--- config.mk ---
export PLATFORM = sky130hd
export DESIGN_NAME = cal_datapath
export DESIGN_NICKNAME = d
export VERILOG_FILES = /design/src/rtl/cal_pkg.sv /design/src/rtl/cal_regfile.sv /design/src/rtl/cal_datapath.sv
export SDC_FILE = /design/constraint.sdc
export NUM_CORES = 1
export LEC_CHECK = 0
export ABC_AREA = 1
export CORE_UTILIZATION = 40
export CTS_CLUSTER_SIZE = 24
export DETAILED_ROUTE_END_ITERATION = 8
export GPL_TIMING_DRIVEN = 1
export PLACE_DENSITY = 0.64
export SYNTH_ARGS = -nofsm -noshare
export SYNTH_HDL_FRONTEND = slang
export SYNTH_SLANG_ARGS = --single-unit
--- constraint.sdc ---
create_clock -name Clock -period 8.2 [get_ports Clock]
set_input_delay 0.82 -clock Clock [delete_from_list [all_inputs] [get_ports Clock]]
set_output_delay 0.82 -clock Clock [all_outputs]
set_load 0.1 [all_outputs]
--- src/rtl/cal_pkg.sv ---
// Shared opcode encodings, flag bit positions and multiply-sequencer state
// type for the calculation datapath.
package cal_pkg;

   localparam int unsigned OP_WIDTH = 4;

   localparam logic [OP_WIDTH-1:0] OP_PASSA = 4'd0;
   localparam logic [OP_WIDTH-1:0] OP_ADD   = 4'd1;
   localparam logic [OP_WIDTH-1:0] OP_SUB   = 4'd2;
   localparam logic [OP_WIDTH-1:0] OP_AND   = 4'd3;
   localparam logic [OP_WIDTH-1:0] OP_OR    = 4'd4;
   localparam logic [OP_WIDTH-1:0] OP_XOR   = 4'd5;
   localparam logic [OP_WIDTH-1:0] OP_NOT   = 4'd6;
   localparam logic [OP_WIDTH-1:0] OP_SHL   = 4'd7;
   localparam logic [OP_WIDTH-1:0] OP_SHR   = 4'd8;
   localparam logic [OP_WIDTH-1:0] OP_ADDI  = 4'd9;
   localparam logic [OP_WIDTH-1:0] OP_SUBI  = 4'd10;
   localparam logic [OP_WIDTH-1:0] OP_MUL   = 4'd11;

   localparam int unsigned FLAG_N = 3;
   localparam int unsigned FLAG_Z = 2;
   localparam int unsigned FLAG_C = 1;
   localparam int unsigned FLAG_V = 0;

   typedef enum logic {
      ST_IDLE = 1'b0,
      ST_RUN  = 1'b1
   } mul_state_e;

endpackage

--- src/rtl/cal_regfile.sv ---
// Register file: one synchronous write port, two enable-gated combinational
// read ports; a disabled read port returns zero.
module cal_regfile
   import cal_pkg::*;
#(
   parameter int unsigned REGISTER_LEN = 10,
   parameter int unsigned NUM_REGS     = 4,
   localparam int unsigned AW          = $clog2(NUM_REGS)
) (
   input  logic                    clk,
   input  logic                    rst_n,
   input  logic                    we,
   input  logic [AW-1:0]           wa,
   input  logic [REGISTER_LEN-1:0] wd,
   input  logic                    rae,
   input  logic [AW-1:0]           raa,
   input  logic                    rbe,
   input  logic [AW-1:0]           rba,
   output logic [REGISTER_LEN-1:0] rda,
   output logic [REGISTER_LEN-1:0] rdb
);

   logic [REGISTER_LEN-1:0] regs_q [NUM_REGS];
   logic [REGISTER_LEN-1:0] regs_d [NUM_REGS];

   always_comb begin
      regs_d = regs_q;
      if (we) begin
         regs_d[wa] = wd;
      end
   end

   always_ff @(posedge clk or negedge rst_n) begin
      if (!rst_n) begin
         for (int unsigned i = 0; i < NUM_REGS; i++) begin
            regs_q[i] <= '0;
         end
      end else begin
         regs_q <= regs_d;
      end
   end

   assign rda = rae ? regs_q[raa] : '0;
   assign rdb = rbe ? regs_q[rba] : '0;

endmodule

--- src/rtl/cal_datapath.sv ---
// Calculation datapath: register file, ALU with NZCV flags, registered
// output port and an iterative shift-add multiplier with Busy/Done handshake.
module cal_datapath
   import cal_pkg::*;
#(
   parameter int unsigned REGISTER_LEN = 10,
   parameter int unsigned NUM_REGS     = 4,
   parameter int unsigned IMM_LEN      = 4,
   localparam int unsigned AW          = $clog2(NUM_REGS)
) (
   input  logic                    Clock,
   input  logic                    Reset_n,
   input  logic [REGISTER_LEN-1:0] DataIn,
   input  logic                    IE,
   input  logic                    WE,
   input  logic [AW-1:0]           WA,
   input  logic                    RAE,
   input  logic                    RBE,
   input  logic [AW-1:0]           RAA,
   input  logic [AW-1:0]           RBA,
   input  logic [OP_WIDTH-1:0]     OP,
   input  logic [IMM_LEN-1:0]      Cal_value,
   input  logic                    ZE,
   input  logic                    OE,
   input  logic                    Start,
   output logic [REGISTER_LEN-1:0] DataOut,
   output logic [3:0]              Flags,
   output logic                    Q,
   output logic                    Busy,
   output logic                    Done
);

   localparam int unsigned L  = REGISTER_LEN;
   localparam int unsigned CW = $clog2(REGISTER_LEN);

   logic [L-1:0]   rd_a, rd_b, imm_ext;
   logic [L:0]     alu_r;
   logic           alu_v;

   mul_state_e     st_q, st_d;
   logic [CW-1:0]  cnt_q, cnt_d;
   logic [L-1:0]   mcand_q, mcand_d;
   logic [2*L-1:0] acc_q, acc_d;
   logic [AW-1:0]  wa_cap_q, wa_cap_d;
   logic           we_cap_q, we_cap_d;
   logic           ze_cap_q, ze_cap_d;
   logic           done_q, done_d;
   logic [L-1:0]   dout_q, dout_d;
   logic [3:0]     flags_q, flags_d;

   logic [L:0]     mul_sum;
   logic [2*L-1:0] mul_next;

   logic           wr_en;
   logic [AW-1:0]  wr_addr;
   logic [L-1:0]   wr_data;

   cal_regfile #(
      .REGISTER_LEN(REGISTER_LEN),
      .NUM_REGS    (NUM_REGS)
   ) u_regfile (
      .clk  (Clock),
      .rst_n(Reset_n),
      .we   (wr_en),
      .wa   (wr_addr),
      .wd   (wr_data),
      .rae  (RAE),
      .raa  (RAA),
      .rbe  (RBE),
      .rba  (RBA),
      .rda  (rd_a),
      .rdb  (rd_b)
   );

   assign imm_ext = L'(Cal_value);

   // Bit L of alu_r is the carry/borrow/shifted-out bit, zero for logic ops.
   always_comb begin
      alu_r = {1'b0, rd_a};
      alu_v = 1'b0;
      case (OP)
         OP_ADD: begin
            alu_r = {1'b0, rd_a} + {1'b0, rd_b};
            alu_v = (rd_a[L-1] == rd_b[L-1]) && (alu_r[L-1] != rd_a[L-1]);
         end
         OP_SUB: begin
            alu_r = {1'b0, rd_a} - {1'b0, rd_b};
            alu_v = (rd_a[L-1] != rd_b[L-1]) && (alu_r[L-1] != rd_a[L-1]);
         end
         OP_AND:  alu_r = {1'b0, rd_a & rd_b};
         OP_OR:   alu_r = {1'b0, rd_a | rd_b};
         OP_XOR:  alu_r = {1'b0, rd_a ^ rd_b};
         OP_NOT:  alu_r = {1'b0, ~rd_a};
         OP_SHL:  alu_r = {rd_a, 1'b0};
         OP_SHR:  alu_r = {rd_a[0], 1'b0, rd_a[L-1:1]};
         OP_ADDI: begin
            alu_r = {1'b0, rd_a} + {1'b0, imm_ext};
            alu_v = (rd_a[L-1] == imm_ext[L-1]) && (alu_r[L-1] != rd_a[L-1]);
         end
         OP_SUBI: begin
            alu_r = {1'b0, rd_a} - {1'b0, imm_ext};
            alu_v = (rd_a[L-1] != imm_ext[L-1]) && (alu_r[L-1] != rd_a[L-1]);
         end
         OP_MUL:  alu_r = '0;
         default: alu_r = {1'b0, rd_a};
      endcase
   end

   // Right-shifting accumulator: upper half collects partial sums, lower half
   // starts as the multiplier and is consumed one bit per step.
   assign mul_sum  = {1'b0, acc_q[2*L-1:L]} + (acc_q[0] ? {1'b0, mcand_q} : {(L+1){1'b0}});
   assign mul_next = {mul_sum, acc_q[L-1:1]};

   always_comb begin
      st_d     = st_q;
      cnt_d    = cnt_q;
      mcand_d  = mcand_q;
      acc_d    = acc_q;
      wa_cap_d = wa_cap_q;
      we_cap_d = we_cap_q;
      ze_cap_d = ze_cap_q;
      done_d   = 1'b0;
      dout_d   = OE ? alu_r[L-1:0] : dout_q;
      flags_d  = flags_q;
      wr_en    = 1'b0;
      wr_addr  = WA;
      wr_data  = IE ? DataIn : alu_r[L-1:0];

      case (st_q)
         ST_IDLE: begin
            if (OP == OP_MUL) begin
               if (Start) begin
                  st_d     = ST_RUN;
                  cnt_d    = '0;
                  mcand_d  = rd_a;
                  acc_d    = {{L{1'b0}}, rd_b};
                  wa_cap_d = WA;
                  we_cap_d = WE;
                  ze_cap_d = ZE;
               end
            end else begin
               wr_en = WE;
               if (ZE) begin
                  flags_d[FLAG_N] = alu_r[L-1];
                  flags_d[FLAG_Z] = (alu_r[L-1:0] == '0);
                  flags_d[FLAG_C] = alu_r[L];
                  flags_d[FLAG_V] = alu_v;
               end
            end
         end
         ST_RUN: begin
            acc_d = mul_next;
            cnt_d = cnt_q + 1'b1;
            if (cnt_q == CW'(L-1)) begin
               st_d    = ST_IDLE;
               done_d  = 1'b1;
               wr_en   = we_cap_q;
               wr_addr = wa_cap_q;
               wr_data = mul_next[L-1:0];
               if (ze_cap_q) begin
                  flags_d[FLAG_N] = mul_next[L-1];
                  flags_d[FLAG_Z] = (mul_next[L-1:0] == '0);
                  flags_d[FLAG_C] = (mul_next[2*L-1:L] != '0);
                  flags_d[FLAG_V] = 1'b0;
               end
            end
         end
         default: st_d = ST_IDLE;
      endcase
   end

   always_ff @(posedge Clock or negedge Reset_n) begin
      if (!Reset_n) begin
         st_q     <= ST_IDLE;
         cnt_q    <= '0;
         mcand_q  <= '0;
         acc_q    <= '0;
         wa_cap_q <= '0;
         we_cap_q <= 1'b0;
         ze_cap_q <= 1'b0;
         done_q   <= 1'b0;
         dout_q   <= '0;
         flags_q  <= '0;
      end else begin
         st_q     <= st_d;
         cnt_q    <= cnt_d;
         mcand_q  <= mcand_d;
         acc_q    <= acc_d;
         wa_cap_q <= wa_cap_d;
         we_cap_q <= we_cap_d;
         ze_cap_q <= ze_cap_d;
         done_q   <= done_d;
         dout_q   <= dout_d;
         flags_q  <= flags_d;
      end
   end

   assign DataOut = dout_q;
   assign Flags   = flags_q;
   assign Q       = flags_q[FLAG_Z];
   assign Busy    = (st_q == ST_RUN);
   assign Done    = done_q;

endmodule
* Yosys cells after proc, flatten, opt, wreduce, memory -nomap -nowiden *
Cells that the tools add are included.

word-level totals
  output and inout port bits = 17
  word-level logic and storage cells = 107
  input port bits = 33
  bits in registers = 94

operators by class
  equality and inequality tests = 24
  bitwise operators = 9
  add/subtract/negate cells = 6
  multiplexer cells = 39
  magnitude comparators = 4
  reduce and logical (&&, ||, !) cells = 11

operator list
  operator                                                                count
  11-bit case mux with 11 select lines                                    1
  10-bit two-way mux                                                      11
  10-bit binary-select mux with 2-bit select                              2
  40-bit bitwise mux                                                      1
  20-bit two-way mux                                                      2
  20-bit case mux with 2 select lines                                     1
  4-bit two-way mux                                                       6
  10-bit by 10-bit adder with 11-bit output                               2
  10-bit demux with 2-bit select                                          1
  4-bit equality test (second input constant)                             5
  10-bit zero test                                                        2
  4-bit by 3-bit equality test with 1-bit output (second input constant)  4
  4-bit case mux with 2 select lines                                      2
  10-bit by 4-bit adder with 11-bit output                                1
  10-bit by 10-bit subtractor with 11-bit output                          1
  10-bit by 4-bit subtractor with 11-bit output                           1
  10-bit bitwise AND                                                      1
  10-bit NOT                                                              1
  10-bit bitwise OR                                                       1
  10-bit nonzero test                                                     1
  10-bit bitwise XOR                                                      1
  3-bit greater-or-equal comparator (second input constant)               3
  2-bit NOT with 3-bit output                                             3
  4-bit by 2-bit equality test with 1-bit output (second input constant)  2
  other kinds (16)                                                        37

* Depth between registers and ports, before layout *
Gate-level depths: netlist of the first run.

  depth in word-level cells = 12
  gate-level depth with buffers = 30
  gate-level depth less buffers = 29

* Hierarchy *
A second synthesis of the first run with hierarchy kept.

second synthesis, totals
  cells, all modules = 1,262
  area, all modules = 7,938.9 um2

modules (own cells, without submodules)
  module        area an instance (um2)  times used  cells an instance
  cal_datapath  5,660.4                 1           921
  cal_regfile   2,278.4                 1           341

* Least setup slack after synthesis of the first run *
OpenSTA, ideal clock, no wires.

  path type = in2reg
  start = in RAA[1]
  end = reg u_regfile.regs_q[9] (netlist bit)
  data required time = 8.074 ns
  path slack = 4.432 ns
  cell stages on the path = 27
  buffers on the path = 2
  arrival = 3.642 ns
  cell sequence = buf_4 -> buf_2 -> a21oi_1 -> o21ai_1 -> nand2_1 -> nand2_2 -> inv_2 -> ha_1 -> a21o_1 -> nand2_1 -> nand2_1 -> nand3_1 -> nand3_1 -> nor3_1 -> ha_1 -> a211oi_1 -> o211ai_1 -> a21oi_1 -> nand2_1 -> nor2_1 -> nand2_1 -> nand2_2 -> nand2_2 -> nand2_2 -> nand2_2 -> nand2_2 -> o21ai_2

on the way
  longest elaborated chain between the ends = 11
  elaborated cells on any way between the ends = 18

RTL lines
  element                                                                      RTL line             text
  start, declared                                                              cal_datapath.sv:19   input logic [AW-1:0] RAA,
  2-bit NOT with 3-bit output (implied by the code) *                          cal_regfile.sv:43    assign rda = rae ? regs_q[raa] : '0;
  10-bit binary-select mux with 2-bit select *                                 cal_regfile.sv:43
  10-bit two-way mux (implied by the code) * (2 in a row)                      cal_regfile.sv:43
  10-bit two-way mux *                                                         cal_regfile.sv:43
  named net rd_a[1]                                                            cal_datapath.sv:36   logic [L-1:0] rd_a, rd_b, imm_ext;
  10-bit by 4-bit subtractor with 11-bit output, or another cell as far along  cal_datapath.sv:101  alu_r = {1'b0, rd_a} - {1'b0, imm_ext};
  11-bit case mux with 11 select lines *                                       cal_datapath.sv:81   case (OP)
  10-bit two-way mux *                                                         cal_datapath.sv:127  wr_data = IE ? DataIn : alu_r[L-1:0];
  10-bit two-way mux                                                           cal_datapath.sv:154  if (cnt_q == CW'(L-1)) begin
  10-bit two-way mux *                                                         cal_datapath.sv:129  case (st_q)
  40-bit bitwise mux *                                                         cal_regfile.sv:29    regs_d[wa] = wd;
  end signal, assigned                                                         cal_regfile.sv:39    regs_q <= regs_d;
  end, declared                                                                cal_regfile.sv:23    logic [REGISTER_LEN-1:0] regs_q [NUM_REGS];

The timed path passes the listed nets; every way through them passes the cells marked *. The select of a mux whose other input is x is not followed.
A chain may end at the register's enable or synchronous reset.

* Worst setup path in the final report of the first run *
  start = in RBA[0]
  end = reg flags_q[2], in the netlist Flags[2]

on the way
  longest elaborated chain between the ends = 11
  elaborated cells on any way between the ends = 15

RTL lines
  element                                                                       RTL line             text
  start, declared                                                               cal_datapath.sv:20   input logic [AW-1:0] RBA,
  2-bit NOT with 3-bit output (implied by the code) *                           cal_regfile.sv:44    assign rdb = rbe ? regs_q[rba] : '0;
  10-bit binary-select mux with 2-bit select *                                  cal_regfile.sv:44
  10-bit two-way mux (implied by the code) * (2 in a row)                       cal_regfile.sv:44
  10-bit two-way mux *                                                          cal_regfile.sv:44
  10-bit by 10-bit subtractor with 11-bit output, or another cell as far along  cal_datapath.sv:87   alu_r = {1'b0, rd_a} - {1'b0, rd_b};
  11-bit case mux with 11 select lines *                                        cal_datapath.sv:81
  10-bit zero test *                                                            cal_datapath.sv:145  flags_d[FLAG_Z] = (alu_r[L-1:0] == '0);
  4-bit two-way mux *                                                           cal_datapath.sv:143  if (ZE) begin
  4-bit two-way mux *                                                           cal_datapath.sv:131  if (OP == OP_MUL) begin
  4-bit case mux with 2 select lines *                                          cal_datapath.sv:129
  end signal, assigned                                                          cal_datapath.sv:194  flags_q <= flags_d;
  end, declared                                                                 cal_datapath.sv:49   logic [3:0] flags_q, flags_d;

Mark *: on every way between the ends. The rest lies on a longest branch, timed or not. The select of a mux whose other input is x is not followed.

==> results.yml, run 1 <==
worst_setup_path:
  crit_chain: "clkdlybuf4s50_1 > inv_4 > a21oi_1 > o21ai_0 > nand2_1 > nand2_1 > inv_1 > ha_1 > fa_1 > nand2_1 > o21ai_0 > nor2_1 > nand3_1 > o21ai_1 > nand2_1 > nor2_1 > nand3_1 > a21oi_1 > nand3_1 > nor2_1 > nand3_1 > a21oi_2"
  r2r.worst_path.cells: 21
  r2r-start: "u_regfile.regs_q[20]$_DFFE_PN0P_"
  reg2reg_to: "Flags[2]$_DFFE_PN0P_"
  slowest_delay_ps: 970
  path_class: "input pin to flop"
  crit_required_ps: 8480
  critical_path.top_delay_family: "buffers and inverters"
  critPathBufInv: 3
  cp.depth: 22
  cpMaxStageDelayCell: "clkdlybuf4s50_1"
  critPathMaxFanout: 22
  reg2reg_slack_ps: 4550
  end_kind: "flop"
  worstPathArrival_ps: 5040
  cp-start-kind: "input pin"
pwr:
  swShare: 0.4775
  power_frac_comb: 0.502
  p_sw_mw: 1.190
  finalPower_mw: 2.492
  p_int_mw: 1.302
  leakage_nw: 4.418
  ir_drop_mv: 0.1378
  clock_power_share: 0.189
  powerDensity_mw_per_mm2: 281.0
  power_frac_seq: 0.309
logic_synthesis:
  yosysWarningCount: 0
  synth_edf_count: 0
  ys_seq_area_frac: 0.2982
  synth_cell_type_count: 50
  synthTopCellsByArea: "dfrtp_1, nand2_1, ha_1"
  ys_ff_latch: 94
  netlist.area_leader.share: 0.2982
  yosysTopAreaCell: "dfrtp_1"
  synth_area_mm2: 0.007888
  synth.avg_cell_area_um2: 6.724
  synth_nets: 1257
  synthFlopType: "dfrtp_1"
  synthArstFlopShare: 1.000
  synth_cells: 1173
detailed_routing:
  drc: 0
  first_pass_iters: 5
  drt_iter0_drc: 754
  vias: 8000
  vias_per_cell: 5.457
  detail-route-antenna-nets: 0
  finalWirelength_um: 25330
  wire_per_inst_um: 17.28
clocking:
  clock_latency_ps: 350
  cts_setup_buffers: 0
  cts_tree: "done"
  cts_buffers: 9
  htree_levels: 3
  cts_hold_buf: 0
  clk_pin_slew_ps: 70
  clk_path_buf_depth: 2
  clk_root_buffer_cell: "clkbuf_16"
  clkSinkCount: 94
  cts_resized: 0
timing:
  tns_ps: 0
  post-route-period-util: 0.5810
  skew_ps: 10.07
  slew_violations: 0
  finalSetupViolCount: 0
  rsz0062_at_grt: "false"
  period_needed_ps: 4765
  hold_viol_final: 0
  tightestPinTransition_ps: 971.5
  fmax_mhz: 209.9
  maxSlewHeadroom: 0.3503
floorplanning:
  rows: 50
  core-area_mm2: 0.01902
  num_io_pins: 50
  die_h_um: 142.4
  die_w_um: 142.4
  floorplan.initialDensity: 0.4147
  die-area_mm2: 0.02028
cells_and_area:
  fin_cells: 1466
  multiInputGateArea_mm2: 0.004738
  layout.nets: 1285
  n_fill_cell: 2014
  area_delta_synth_final_pct: 12.45
  regArea_mm2: 0.002352
  final_util: 0.4664
  mostFrequentLayoutCell: "nand2_1"
  diodes: 0
  drive_gt1_frac: 0.08872
  final_cell_mix: "nand2_1, inv_1, o21ai_0, nor2_1, dfrtp_1"
placement:
  place_hpwl_um: 19300
  dp_cells: 1450
  portBuffers: 49
  gp_congestion: 1.019
global_route:
  grt_pass1_wl_um: 40110
  gr-total-overflow: 0
  grt_pass1_vias: 7345
  grt_start_max_net_pins: 66
  grt_antenna_before_repair: 0
  grt.total_usage: 0.2583
run_status:
  status: "finished clean"
hold_path:
  holdCritPathClass: "input pin to asynchronous set/reset pin"
flow_run:
  drv_cap: 0
[metal layers]
layer,GRT usage,up-vias,share of wire
met2,0.3960,333,0.45
met4,0.08998,0,0.025
met5,0,-,0
met1,0.3654,3749,0.45
li1,-,3877,-
met3,0.04172,41,0.077
[flip-flops by register name, indices dropped and copies added (netlist names)]
register and count:
we_cap_q 1, Flags 4, acc_q 20, ze_cap_q 1, mcand_q 10, wa_cap_q 2
DataOut 10, Done 1, Busy 1, cnt_q 4, u_regfile.regs_q 40
[kinds of logic after synthesis]
kind of cell | after synthesis | share of synthesized area
simple gates | 608 | 0.3441
xor+xnor | 9 | 0.009994
buf+inv | 191 | 0.1017
fa+ha+maj | 51 | 0.08566
compound gates | 220 | 0.1604
flops | 94 | 0.2982
[synthesized netlist by cell type, drive strengths merged (9+ instances only)]
master	n
dfrtp	94
nand3	98
nand2	371
ha	46
nand4	16
clkbuf	18
nor2	102
o21ai	112
buf	22
nor3	9
o221ai	10
o22ai	16
inv	150
a21oi	55
[metrics by stage]
stage / area [um2] / setup slack (ps) / hold slack [ps]
after floorplan: 7888 / 4432 / 442.2
after global placement: 8536 / 3179 / 460.1
after detailed placement: 8536 / 3147 / 468.1
after CTS: 8870 / 3500 / 414.3
after global routing: 8870 / 3106 / 428.0
final: 8870 / 3435 / 401.8
[layout make-up]
cell class,count,share of cell area
Sequential cell,94,0.2652
Multi-Input combinational cell,888,0.5342
Clock buffer,11,0.02849
Inverter,151,0.06447
Timing Repair Buffer,57,0.06179
Tap cell,260,0.03668
Clock inverter,5,0.009169
[how the worst max path moves through the flow]
stage                       from                               to  slack (ps)
after global routing      RAA[1]             Flags[2]$_DFFE_PN0P_        3110
after CTS                 RBA[0]             Flags[2]$_DFFE_PN0P_        3500
after detailed placement  RBA[0]             Flags[2]$_DFFE_PN0P_        3150
after global placement    RBA[0]             Flags[2]$_DFFE_PN0P_        3180
after floorplan           RAA[1]  u_regfile.regs_q[9]$_DFFE_PN0P_        4430
final                     RBA[0]             Flags[2]$_DFFE_PN0P_        3440
[power by group through the flow]
stage	clock network, mW	registers (mW)	logic [mW]
floorplan	0	0.877	0.788
global placement	0	0.774	1.22
detailed placement	0	0.776	1.24
CTS	0.477	0.769	1.24
global route	0.496	0.793	1.38
finish	0.471	0.770	1.25
[worst register-to-register path: cells and delay by family (launching register included)]
kind	cells	cell delay [ps]
adders and majority gates	2	810
DFF	1	370
AOI/OAI and AO/OA	6	890
and+or+nand+nor	11	1280
buffers and inverters	2	250
No activity file was read; power rests on OpenSTA's default activity.
==> run 2: changes to the inputs <==
- PLACE_DENSITY: 0.64 -> 0.66
- clock period: 8.2 -> 4.22 ns (I/O delays scaled with it)
==> run 2 against run 1 <==
Against the previous run:
- global-route usage fell by 0.32 points
- final area is 1.9% higher
- clock skew barely moved
- non-clock buffer count is 27 higher
- flip-flop and latch count is the same
- critical path depth rose by 4
- cell count rose by 1.8%
==> results.yml, run 2 (synthesis gave the netlist of run 1 again) <==
worst_setup_path:
  r2r-start: "u_regfile.regs_q[21]$_DFFE_PN0P_"
  slowest_delay_ps: 510
  crit_required_ps: 4420
  path_class: "input pin to flop"
  worstPathArrival_ps: 3890
  critPathMaxFanout: 9
  critical_path.top_delay_family: "simple AND/OR/NAND/NOR gates"
  startpoint: "RAA[1]"
  cp-start-kind: "input pin"
  cpMaxStageDelayCell: "clkdlybuf4s50_1"
  cp.depth: 26
  cp_common_cell: "nand2_2"
  end_kind: "flop"
  critPathBufInv: 2
  r2r.worst_path.cells: 26
global_route:
  grt_pass1_vias: 7406
  grt.total_usage: 0.2550
  grt_antenna_before_repair: 0
  gr-total-overflow: 0
  grt_start_max_net_pins: 75
  grt_pass1_wl_um: 39570
timing:
  tightestPinTransition_ps: 1180
  skew_ps: 10.02
  holdWs_ps: 186.6
  rsz0062_at_grt: "false"
  tns_ps: 0
  fmax_mhz: 270.8
  post-route-period-util: 0.8750
  slew_violations: 0
  finalSetupViolCount: 0
  maxSlewHeadroom: 0.2106
  hold_viol_final: 0
  period_needed_ps: 3693
  worst_slack_ps: 527.4
clocking:
  htree_levels: 3
  cts_tree: "done"
  clock_latency_ps: 350
  clkSinkCount: 94
  clk_pin_slew_ps: 70
  cts_setup_buffers: 0
  cts_hold_buf: 0
  clk_path_buf_depth: 2
  clk_root_buffer_cell: "clkbuf_16"
  cts_buffers: 9
cells_and_area:
  top_register: "u_regfile.regs_q"
  largest_reg_flops: 40
  fin_cells: 1493
  mostFrequentLayoutCell: "nand2_1"
  final_util: 0.4753
  top_regs: "u_regfile.regs_q: 40 flops, acc_q: 20 flops"
  layout.nets: 1312
  final_cell_mix: "nand2_1, inv_1, o21ai_0, nor2_1, dfrtp_1"
  area_delta_synth_final_pct: 14.59
  diodes: 0
  stdcell_area_mm2: 0.009039
  drive_gt1_frac: 0.1079
  n_fill_cell: 1983
floorplanning:
  die_w_um: 142.4
  floorplan.initialDensity: 0.4147
  rows: 50
  die-area_mm2: 0.02028
  die_h_um: 142.4
  num_io_pins: 50
  core-area_mm2: 0.01902
pwr:
  powerDensity_mw_per_mm2: 530.0
  ir_drop_mv: 0.2337
  leakage_nw: 4.536
  finalPower_mw: 4.791
placement:
  dpl_worst_slack_ps: 24.72
  portBuffers: 49
  dp_cells: 1477
  place_hpwl_um: 19910
  placed_area_mm2: 0.008751
  gp_congestion: 0.9976
detailed_routing:
  wire_per_inst_um: 16.95
  vias_per_cell: 5.431
  drt_iter0_drc: 859
  finalWirelength_um: 25310
  drc: 0
  vias: 8109
  first_pass_iters: 5
  detail-route-antenna-nets: 0
hold_path:
  holdCritPathClass: "input pin to asynchronous set/reset pin"
run_status:
  status: "finished clean"
flow_run:
  drv_cap: 0
==> run 2: layout make-up <==
cell class / count / area, um2 / share of cell area
Clock inverter: 5 / 42.54 / 0.004707
Sequential cell: 94 / 2352 / 0.2602
Timing Repair Buffer: 84 / 765.7 / 0.08472
Clock buffer: 11 / 242.7 / 0.02685
Tap cell: 260 / 325.3 / 0.03599
Multi-Input combinational cell: 888 / 4738 / 0.5242
Inverter: 151 / 571.8 / 0.06326
==> run 2: path summary, 6_finish.rpt <==
| check | endpoint | slack (ps) |
|---|---|---|
| min in group Clock | ze_cap_q$_DFFE_PN0P_ | 470 |
| worst max-delay path | u_regfile.regs_q[9]$_DFFE_PN0P_ | 530 |
| worst max register to register | u_regfile.regs_q[9]$_DFFE_PN0P_ | 740 |
| worst min-delay path | DataOut[0]$_DFFE_PN0P_ | 190 |
| worst min register to register | ze_cap_q$_DFFE_PN0P_ | 470 |
| max in group asynchronous | ze_cap_q$_DFFE_PN0P_ | 3210 |
==> run 2: repair_timing <==
item                                    CTS  global route
resized for setup                         0             1
endpoints found under the setup margin    0             1
endpoints found under the hold margin     0             0
==> run 2: report_power, final <==
part	total (mW)	internal [mW]	switching (mW)
Clock	0.788	0.422	0.366
Sequential	1.50	1.25	0.255
Combinational	2.50	0.774	1.72
==> run 2: per-layer routing <==
layer | up-vias | GRT usage | wire length [um]
li1 | 3935 | - | -
met1 | 3790 | 0.3456 | 11080
met2 | 330 | 0.4009 | 11250
met3 | 54 | 0.05787 | 2232
met4 | 0 | 0.08036 | 751
met5 | - | 0 | 0
==> run 3: changes to the inputs <==
==> constraint.sdc (replaced) <==
create_clock -name Clock -period 4.22 [get_ports Clock]
set_input_delay 0.422 -clock Clock [delete_from_list [all_inputs] [get_ports Clock]]
set_output_delay 0.422 -clock Clock [all_outputs]
set_load 0.01 [all_outputs]
==> results of run 3 <==
Same layout as run 2 (identical final DEF). Status: finished clean.
Main changes from that run: total power 4.791 mW -> 4.480 mW; worst IR drop on VDD 0.2337 mV -> 0.2331 mV
==> edit: new RTL, flow settings as in run 2 <==
`NUM_REGS` is set to 4 in 2 places; all go to 8.
--- a/src/rtl/cal_regfile.sv
+++ b/src/rtl/cal_regfile.sv
@@ -4,7 +4,7 @@
    import cal_pkg::*;
 #(
    parameter int unsigned REGISTER_LEN = 10,
-   parameter int unsigned NUM_REGS     = 4,
+   parameter int unsigned NUM_REGS     = 8,
    localparam int unsigned AW          = $clog2(NUM_REGS)
 ) (
    input  logic                    clk,
--- a/src/rtl/cal_datapath.sv
+++ b/src/rtl/cal_datapath.sv
@@ -4,7 +4,7 @@
    import cal_pkg::*;
 #(
    parameter int unsigned REGISTER_LEN = 10,
-   parameter int unsigned NUM_REGS     = 4,
+   parameter int unsigned NUM_REGS     = 8,
    parameter int unsigned IMM_LEN      = 4,
    localparam int unsigned AW          = $clog2(NUM_REGS)
 ) (
Ports: changed (resized RAA, RBA and WA); port bits go from 50 to 53. No check against the original RTL was run, so the function may have changed too.
==> edit against run 2 <==
Area after synthesis grew 30%; final cell count grew 31%; setup slack lost 0.32 ns; total power grew 40%; sequential cell count grew 41; routed wire length grew 42%; cell area grew 34%; non-clock buffer count grew 58.
==> edit: results (changes against run 2) <==
==================================================================================================
Clock latency on the worst-skew pair                                                       0.43 ns   +0.08 ns
Fill cell total of the finished layout                                                        2574   +30%
Clkbuf count                                                                                    18   +7
Multi-input gate share of total cell area                                                    47.5%   -4.9 points
Number of buffers added by the clock tree synthesis step                                        17   +8
Part of the total power dissipated in the clock network                                      21.8%   +5.3 points
Post-CTS setup buffers                                                                           0   unchanged
DPL Wire Length                                                                           27000 µm   +36%
CP arrival                                                                                 4.36 ns   +0.47 ns
Number of instances resized during post-cts repair                                               0   unchanged
Clk cell area share                                                                          4.74%   +1.6 points
Peak ir drop on the vdd network                                                           0.289 mV   +24%
Iteration count of the initial detailed-routing pass                                             7   +2
Routability Congestion                                                                        1.01   +1.6%
Worst slew margin                                                                            25.3%   +4.3 points
Data buffer area share                                                                       10.3%   +1.9 points
DRC marker count from the first detailed-route iteration                                      1080   +26%
Run status                                                                            finished clean
Distinct cell type count of the synthesized netlist                                             45   -10%
Post-synth top cells                                                                  sky130_fd_sc_hd__nand2_1, sky130_fd_sc_hd__inv_1, sky130_fd_sc_hd__dfrtp_1
Antenna diode count                                                                              0   unchanged
Most area-consuming cells after synthesis                                             sky130_fd_sc_hd__dfrtp_1, sky130_fd_sc_hd__nand2_1, sky130_fd_sc_hd__inv_1, sky130_fd_sc_hd__o21ai_0, sky130_fd_sc_hd__ha_1
GR Util All Layers                                                                           28.1%   +2.6 points
Pin count of the biggest net entering global routing                                            90   +20%
Via count normalized by instance count                                                        5.44   +0.16%
Number of buffers other than clock buffers in the final layout                                 142   +69%
Synthesized Nets                                                                              1605   +28%
Sequential fraction of the synthesis area                                                    33.0%   +3.2 points
Crit-path max FO                                                                                27   +18
Layout multi-input combinational cell count                                                   1116   +26%
Non-clock inverters                                                                            201   +33%
Reported net switching power                                                               3.03 mW   +29%
Number of global-route vias before repair                                                    10300   +38%
Port Buffer Count                                                                               52   +6.1%
Clock sink count                                                                               135   +44%
Worst slack at placement                                                                -0.0977 ns   -0.122 ns
Leakage dissipation                                                                        6.15 nW   +36%
Fraction of layout cells with a size suffix above 1                                          10.4%   -0.39 points
# nets final                                                                                  1707   +30%
Clock transition time at the flip-flop clock pins of the worst setup and hold paths        0.06 ns
Total of warnings raised by yosys                                                                0   unchanged
Worst reg2reg path depth                                                                        21   -19%
Number of H-tree levels                                                                          4   +1
Setup clock skew after layout                                                            0.0146 ns   +0.00453 ns
Registers with the most flip-flops                                                    u_regfile.regs_q: 80 flops, acc_q: 20 flops
Wire length of the first global-routing pass                                              56500 µm   +43%
Avg WL per Cell                                                                            18.3 µm   +8.0%
Share of cell area taken by flip-flops and latches                                           27.8%   +1.8 points
==================================================================================================
==> edit: worst max-delay path, cell delays in order <==
cell and delay, ns:
sky130_fd_sc_hd__clkdlybuf4s50_1 0.48, sky130_fd_sc_hd__clkinv_1 0.10, sky130_fd_sc_hd__buf_12 0.17, sky130_fd_sc_hd__a21oi_1 0.14, sky130_fd_sc_hd__o21ai_0 0.11, sky130_fd_sc_hd__nand3_1 0.09, sky130_fd_sc_hd__nand3_1 0.19, sky130_fd_sc_hd__inv_1 0.13
sky130_fd_sc_hd__ha_1 0.20, sky130_fd_sc_hd__inv_1 0.09, sky130_fd_sc_hd__fa_1 0.47, sky130_fd_sc_hd__nand3_1 0.09, sky130_fd_sc_hd__nand2_1 0.06, sky130_fd_sc_hd__inv_1 0.05, sky130_fd_sc_hd__nand2_1 0.05, sky130_fd_sc_hd__nor2_1 0.20
sky130_fd_sc_hd__nand2_1 0.12, sky130_fd_sc_hd__o21ai_1 0.47, sky130_fd_sc_hd__nand2_1 0.09, sky130_fd_sc_hd__nor2_1 0.13, sky130_fd_sc_hd__nand4_1 0.11, sky130_fd_sc_hd__nor2_1 0.14, sky130_fd_sc_hd__nand2_1 0.10, sky130_fd_sc_hd__a21oi_1 0.14
==> edit: through the flow <==
stage	std cells	TNS [ns]	power (mW)	area, µm²	hold WS (ns)
floorplan	1511	0	4.18	10200	0.126
global placement	1924	-0.478	5.15	11600	0.464
detailed placement	1924	-0.792	5.21	11600	0.466
CTS	1956	0	6.70	12200	0.0912
global route	1956	0	7.19	12200	0.143
finish	1956	0	6.72	12200	0.0470
==> edit: logic make-up after synthesis <==
family          after synthesis  synth area share (%)
fa+ha+maj                    58                  7.47
flops                       135                  33.0
xor+xnor                     11                 0.942
compound gates              288                  16.0
simple gates                759                  32.2
buf+inv                     260                  10.4
==> edit: power groups by stage <==
stage	logic [mW]	clock network, mW	registers, mW
floorplan	1.82	0	2.35
global placement	3.00	0	2.16
detailed placement	3.03	0	2.17
CTS	3.05	1.49	2.16
global route	3.43	1.54	2.23
finish	3.09	1.47	2.17
==> edit: worst paths after layout <==
| kind | endpoint | start | slack (ns) |
|---|---|---|---|
| max in group asynchronous | u_regfile.regs_q[36] | Reset_n | 3.19 |
| max | Flags[2] | RBA[0] | 0.21 |
| min reg2reg | u_regfile.regs_q[69] | u_regfile.regs_q[69] | 0.48 |
| min in group Clock | u_regfile.regs_q[69] | u_regfile.regs_q[69] | 0.48 |
| min | DataOut[1] | Reset_n | 0.05 |
| max reg2reg | u_regfile.regs_q[58] | u_regfile.regs_q[10] | 0.53 |
==> edit: per-layer routing <==
layer	wire length, µm	global-route usage (%)
met5	0	0
met4	1260	11.0
met3	2550	4.32
met2	16800	47.3
met1	15200	36.1
